<file path="src/rtl/spi_pkg.sv">
`default_nettype none
// +----------------------------------------------------------------------------+
// | spi_pkg: shared widths, controller mode codes and baud divisor function.   |
// | Revision: 1.0                                                              |
// +----------------------------------------------------------------------------+
package spi_pkg;

    localparam int SPPR_W = 3;
    localparam int SPR_W  = 3;
    localparam int DIV_W  = 12;

    localparam logic [1:0] SPI_RUN  = 2'b00;
    localparam logic [1:0] SPI_WAIT = 2'b01;
    localparam logic [1:0] SPI_STOP = 2'b10;

    function automatic logic [DIV_W-1:0] spi_divisor(
        input logic [SPPR_W-1:0] sppr,
        input logic [SPR_W-1:0]  spr
    );
        logic [DIV_W-1:0] base;
        logic [DIV_W-1:0] shamt;
        base  = DIV_W'(sppr) + DIV_W'(1);
        shamt = DIV_W'(spr) + DIV_W'(1);
        return base << shamt;
    endfunction

endpackage
`default_nettype wire

</file>
<file path="src/rtl/spi_clk_divcnt.sv">
`default_nettype none
// +----------------------------------------------------------------------------+
// | spi_clk_divcnt: half-period counter with terminal and pre-terminal decode. |
// | Revision: 1.0                                                              |
// +----------------------------------------------------------------------------+
module spi_clk_divcnt
    import spi_pkg::*;
(
    input  logic             clk,
    input  logic             rst_n,
    input  logic             en,
    input  logic [DIV_W-2:0] last,
    output logic             terminal,
    output logic             pre_terminal
);

    localparam logic [DIV_W-2:0] C_CNT_ONE = {{(DIV_W-2){1'b0}}, 1'b1};

    logic [DIV_W-2:0] r_cnt;

    always_ff @(posedge clk or negedge rst_n) begin
        if (!rst_n) begin
            r_cnt <= '0;
        end else if (!en || terminal) begin
            r_cnt <= '0;
        end else begin
            r_cnt <= r_cnt + C_CNT_ONE;
        end
    end

    // >= so a divisor shrunk mid-transfer wraps instead of running to overflow
    assign terminal     = (r_cnt >= last);
    assign pre_terminal = (last == '0) ? terminal : (r_cnt == (last - C_CNT_ONE));

endmodule
`default_nettype wire

</file>
<file path="src/rtl/spi_baud_generator.sv">
`default_nettype none
// +----------------------------------------------------------------------------+
// | spi_baud_generator: PCLK -> sclk divider with edge-anticipation strobes.   |
// | Optional bit/byte counter enabled by macro SPI_BAUD_BITCNT_EN.             |
// | Revision: 1.0                                                              |
// +----------------------------------------------------------------------------+
module spi_baud_generator
    import spi_pkg::*;
(
    input  logic              PCLK,
    input  logic              PRESETn,
    input  logic              ss,
    input  logic [1:0]        spi_mode,
    input  logic              spiswai,
    input  logic [SPPR_W-1:0] sppr,
    input  logic [SPR_W-1:0]  spr,
    input  logic              cpol,
    output logic              sclk,
    output logic              flag_low,
    output logic              flag_high,
    output logic              flags_low,
    output logic              flags_high,
    output logic [DIV_W-1:0]  baudratedivisor
`ifdef SPI_BAUD_BITCNT_EN
    ,
    output logic [2:0]        bit_cnt,
    output logic              byte_done
`endif
);

    localparam logic [DIV_W-2:0] C_CNT_ONE = {{(DIV_W-2){1'b0}}, 1'b1};

    logic             w_run;
    logic             w_live;
    logic             r_primed;
    logic             r_sclk;
    logic             w_term;
    logic             w_pre;
    logic [DIV_W-2:0] w_half;
    logic [DIV_W-2:0] w_half_m1;

    assign baudratedivisor = spi_divisor(sppr, spr);
    assign w_half          = baudratedivisor[DIV_W-1:1];
    assign w_half_m1       = (w_half == '0) ? '0 : (w_half - C_CNT_ONE);

    assign w_run = !ss && ((spi_mode == SPI_RUN) || ((spi_mode == SPI_WAIT) && !spiswai));

    // Holds the divider idle for one edge after reset so sclk settles at cpol first
    always_ff @(posedge PCLK or negedge PRESETn) begin
        if (!PRESETn) begin
            r_primed <= 1'b0;
        end else begin
            r_primed <= 1'b1;
        end
    end

    assign w_live = w_run && r_primed;

    spi_clk_divcnt u_divcnt (
        .clk          (PCLK),
        .rst_n        (PRESETn),
        .en           (w_live),
        .last         (w_half_m1),
        .terminal     (w_term),
        .pre_terminal (w_pre)
    );

    always_ff @(posedge PCLK or negedge PRESETn) begin
        if (!PRESETn) begin
            r_sclk <= 1'b0;
        end else if (!w_live) begin
            r_sclk <= cpol;
        end else if (w_term) begin
            r_sclk <= ~r_sclk;
        end
    end

    assign sclk = r_sclk;

    // Strobes decode the registered counter/sclk; a dropping run masks them at once
    assign flag_low   = w_live && w_term && !r_sclk;
    assign flag_high  = w_live && w_term &&  r_sclk;
    assign flags_low  = w_live && w_pre  && !r_sclk;
    assign flags_high = w_live && w_pre  &&  r_sclk;

`ifdef SPI_BAUD_BITCNT_EN
    logic r_idle;

    always_ff @(posedge PCLK or negedge PRESETn) begin
        if (!PRESETn) begin
            r_idle    <= 1'b0;
            bit_cnt   <= 3'd0;
            byte_done <= 1'b0;
        end else begin
            byte_done <= 1'b0;
            if (!w_live) begin
                r_idle  <= cpol;
                bit_cnt <= 3'd0;
            end else if (w_term && (r_sclk != r_idle)) begin
                bit_cnt   <= bit_cnt + 3'd1;
                byte_done <= (bit_cnt == 3'd7);
            end
        end
    end
`endif

endmodule
`default_nettype wire

</file>
<file path="config.mk">
export PLATFORM = sky130hd
export DESIGN_NAME = spi_baud_generator
export DESIGN_NICKNAME = d
export VERILOG_FILES = /design/src/rtl/spi_pkg.sv /design/src/rtl/spi_clk_divcnt.sv /design/src/rtl/spi_baud_generator.sv
export SDC_FILE = /design/constraint.sdc
export NUM_CORES = 1
export LEC_CHECK = 0
export ABC_AREA = 0
export CAP_MARGIN = 20
export CORE_AREA = 5 5 69 65
export DETAILED_ROUTE_END_ITERATION = 12
export DIE_AREA = 0 0 74 70
export GPL_TIMING_DRIVEN = 0
export HOLD_SLACK_MARGIN = 0.15
export PLACE_DENSITY = 0.87
export SETUP_SLACK_MARGIN = 0.4
export SLEW_MARGIN = 15
export SYNTH_ARGS = -nofsm -noshare
export SYNTH_HDL_FRONTEND = slang
export SYNTH_SLANG_ARGS = --single-unit
export TNS_END_PERCENT = 5
</file>
<file path="constraint.sdc">
create_clock -name PCLK -period 7.26 [get_ports PCLK]
set_input_delay 1.452 -clock PCLK [delete_from_list [all_inputs] [get_ports PCLK]]
set_output_delay 1.452 -clock PCLK [all_outputs]
set_load 0.005 [all_outputs]
</file>
==> impl_metrics.ini <==
[placed_design]
dpl.cell_count = 337
portBuffers = 29
preCtsSetupSlack_ps = -772
placed_area_um2 = 2310
hpwlAfterDp_um = 3990
place.gp.congestion = 0.929

[synthesis]
synth_flop_cell = dfrtp_1
postSynthCellCount = 262
synth_cell_types = 61
syn_nets = 291
avgSynthCellArea_um2 = 7.49
synth_area_leaders = dfrtp_1 (17%), ha_1 (10%), xnor2_1 (6.3%)
ys_warn_count = 0
yosysMostFrequentCell = nand2_1
synth-edff-count = 0
syn_area_um2 = 1960
synthTopCellsByCount = nand2_1 (30), nor2_1 (28), nand3_1 (18)
synth-seq-cells = 13
async_flop_share_pct = 100
ys_seq_area_share_pct = 16.6
yosysTopAreaCellShare_pct = 16.6
synth_top_area_cell = dfrtp_1

[drt]
vias_per_cell = 6.70
top_layer = met4
drt_iter0_drc = 318
totalWireLength_um = 7010
drc = 0
postRouteAntennaNets = 0
route.met3.wl_um = 702
routedWlPerCell_um = 19.5
dr_wl_met2_um = 3030
drt-met1-wl_um = 3030
via_count = 2413
dr.pass1.iters = 5

[finish]
postLayoutCoreUtil_pct = 78.8
regArea_um2 = 325
multi_input_area_um2 = 1880
diodes = 0
finalNetCount = 344
stdcell_area_um2 = 2880
final_cell_count_no_fill = 360
area_delta_synth_final_pct = 46.6
final.fill_count = 201
drive_above_1_share_pct = 29.6

[setup_path]
cp_data_required_time_ps = 5810
reg2reg_slack_ps = 4810
crit_chain = dlymetal6s2s_1, clkbuf_4, clkbuf_4, and2_1, o21ai_1, o311ai_2, and2_1, and3_4, or3_1, ha_1, a21o_1, a21o_1, a221oi_2, o21a_2, nor2_2, a31oi_2, buf_4, nor2_1, dlygate4sd2_1
r2r.worst_path.cells = 10
critical_path.max_stage_delay_ps = 410
timing.rr.end = u_divcnt.r_cnt[4]
crit-reg2reg-launch = u_divcnt.r_cnt[2]
worstPathMaxFanout = 10
critPathKind = input port to primary output
critPathLaunchType = input port
slowest_stage = or3_1
worst_setup_path_end_kind = primary output
cp.arrival_ps = 5310

[timing]
whs_ps = 548
setup_slack_ps = 496
fin_worst_skew_ps = 0.589
tightest_slew_ps = 558
timing.final.crit_share_pct = 93.2
setup_tns_ps = 0
slew_headroom_pct = 62.7
hold_viol_final = 0
rsz0062_at_grt = false
setup-violations-final = 0
slew_viol_final = 0
min_period_ps = 6760
timing.fmax_ghz = 0.148

[global_route]
grt.overflow.total = 0
antenna_found_initial = 0
grt_max_degree = 14
grt_pass1_vias = 2226
grt_pass1_wl_um = 10400
grt_util_all_layers_pct = 24.7

[floorplanning]
die_h_um = 70
die_w_um = 74
num_rows = 21
start_util_pct = 53.7
dieArea_um2 = 5180
io_pins = 30
core_area_um2 = 3650

[status]
status = finished clean

[power]
seqPwrFrac_pct = 17.5
power_leakage_nw = 1.26
switching_share_pct = 42.2
ir_drop_uv = 99.7
power_density_nw_per_um2 = 148
combPwrFrac_pct = 67.5
switching_power_mw = 0.180
pwr-share-clk_pct = 15.0
finalPower_mw = 0.426
p_int_mw = 0.247

[clocking]
cts_root_buffer = clkbuf_8
cts_buffer_depth = 2
clk_pin_slew_ps = 50
htreeDepth = 1
cts_hold_buffers = 0
tritoncts = built
numCtsBuffers = 3
cts.sinks = 13
clkLatencyLatePin_ps = 240

[hold_path]
holdPathStages = 1
hold_start = u_divcnt.r_cnt[0]
hold-path-endpoint = u_divcnt.r_cnt[0]
hp-class = register to register

[run]
cap_viol_max_count = 0
state kept, by name, indices dropped and copies added (netlist names):
| name | count |
|---|---|
| r_primed | 1 |
| sclk | 1 |
| u_divcnt.r_cnt | 11 |
power groups by stage:
stage / registers, mW / logic [mW] / clock network (mW)
final: 0.0747 / 0.288 / 0.0640
after global routing: 0.0749 / 0.303 / 0.0687
after CTS: 0.0747 / 0.249 / 0.0643
after detailed placement: 0.0759 / 0.190 / 0
after global placement: 0.0759 / 0.187 / 0
after floorplan: 0.0758 / 0.140 / 0
kinds of logic (layout without fill, tap and decap cells):
logic type	Yosys count	in the layout	synth area share, %
AO/OA/AOI/OAI	57	57	22.5
XOR/XNOR	23	23	10.7
adder cells (fa/ha/maj)	16	16	10.2
buffers and inverters	22	74	4.97
flip-flops	13	13	16.6
multiplexers	4	4	2.10
other	1	1	0.191
AND/OR/NAND/NOR	126	126	32.8
worst max-delay path: cells and delay by family:
family,cells,cell delay (ps)
buf+inv,5,970
compound gates,7,1560
simple gates,6,1120
fa+ha+maj,1,200
final cells by class:
| class | instances | share of cell area (%) |
|---|---|---|
| buffer | 9 | 3.04 |
| timing repair buffer | 48 | 15.1 |
| inverter | 13 | 1.70 |
| sequential | 13 | 11.3 |
| clock buffer | 4 | 1.57 |
| multi-input combinational | 227 | 65.2 |
| tap | 46 | 2.00 |
how the worst max path moves through the flow:
stage          startpoint    endpoint  slack, ps  depth (start not counted)
6_report           spr[0]  flags_high        500                         19
5_1_grt           sppr[1]   flags_low        380                         21
4_1_cts            spr[0]   flags_low        280                         21
3_5_place_dp       spr[1]   flags_low       -770                         20
3_3_place_gp       spr[1]   flags_low       -670                         20
2_1_floorplan     sppr[0]   flags_low        870                         19
placed cells by master, fill, tap and decap left out, types with 3 or more instances in the layout:
cell             count
nand2b_1             6
nand3_1             14
nor4_4               3
or2_2                3
buf_6                3
inv_1               12
ha_1                11
clkdlybuf4s50_1     19
nor2_1              26
or3_1                3
o21a_1               3
nand2_1             23
a21oi_1              6
and3_1               7
dfrtp_1             13
dlymetal6s2s_1       5
nor3_1               8
and2_1               3
buf_4               19
clkbuf_8             4
o21ai_1              3
dlygate4sd2_1        4
nand3_2              4
a22oi_2              3
o21ai_0              6
xor2_1               8
ha_4                 4
xnor2_1             12
nand2_2              6
a21oi_2              3
per-layer routing:
layer	GRT usage, %	up-vias
met5	0	-
met4	6.44	0
met3	5.02	43
met2	37.2	191
met1	35.5	1127
li1	-	1052
timing repair:
action,CTS,global route
setup endpoints to repair,4,4
setup buffers,15,4
gates resized for setup,60,31
pin swaps,15,9
Power figures use the tool's default switching activity.
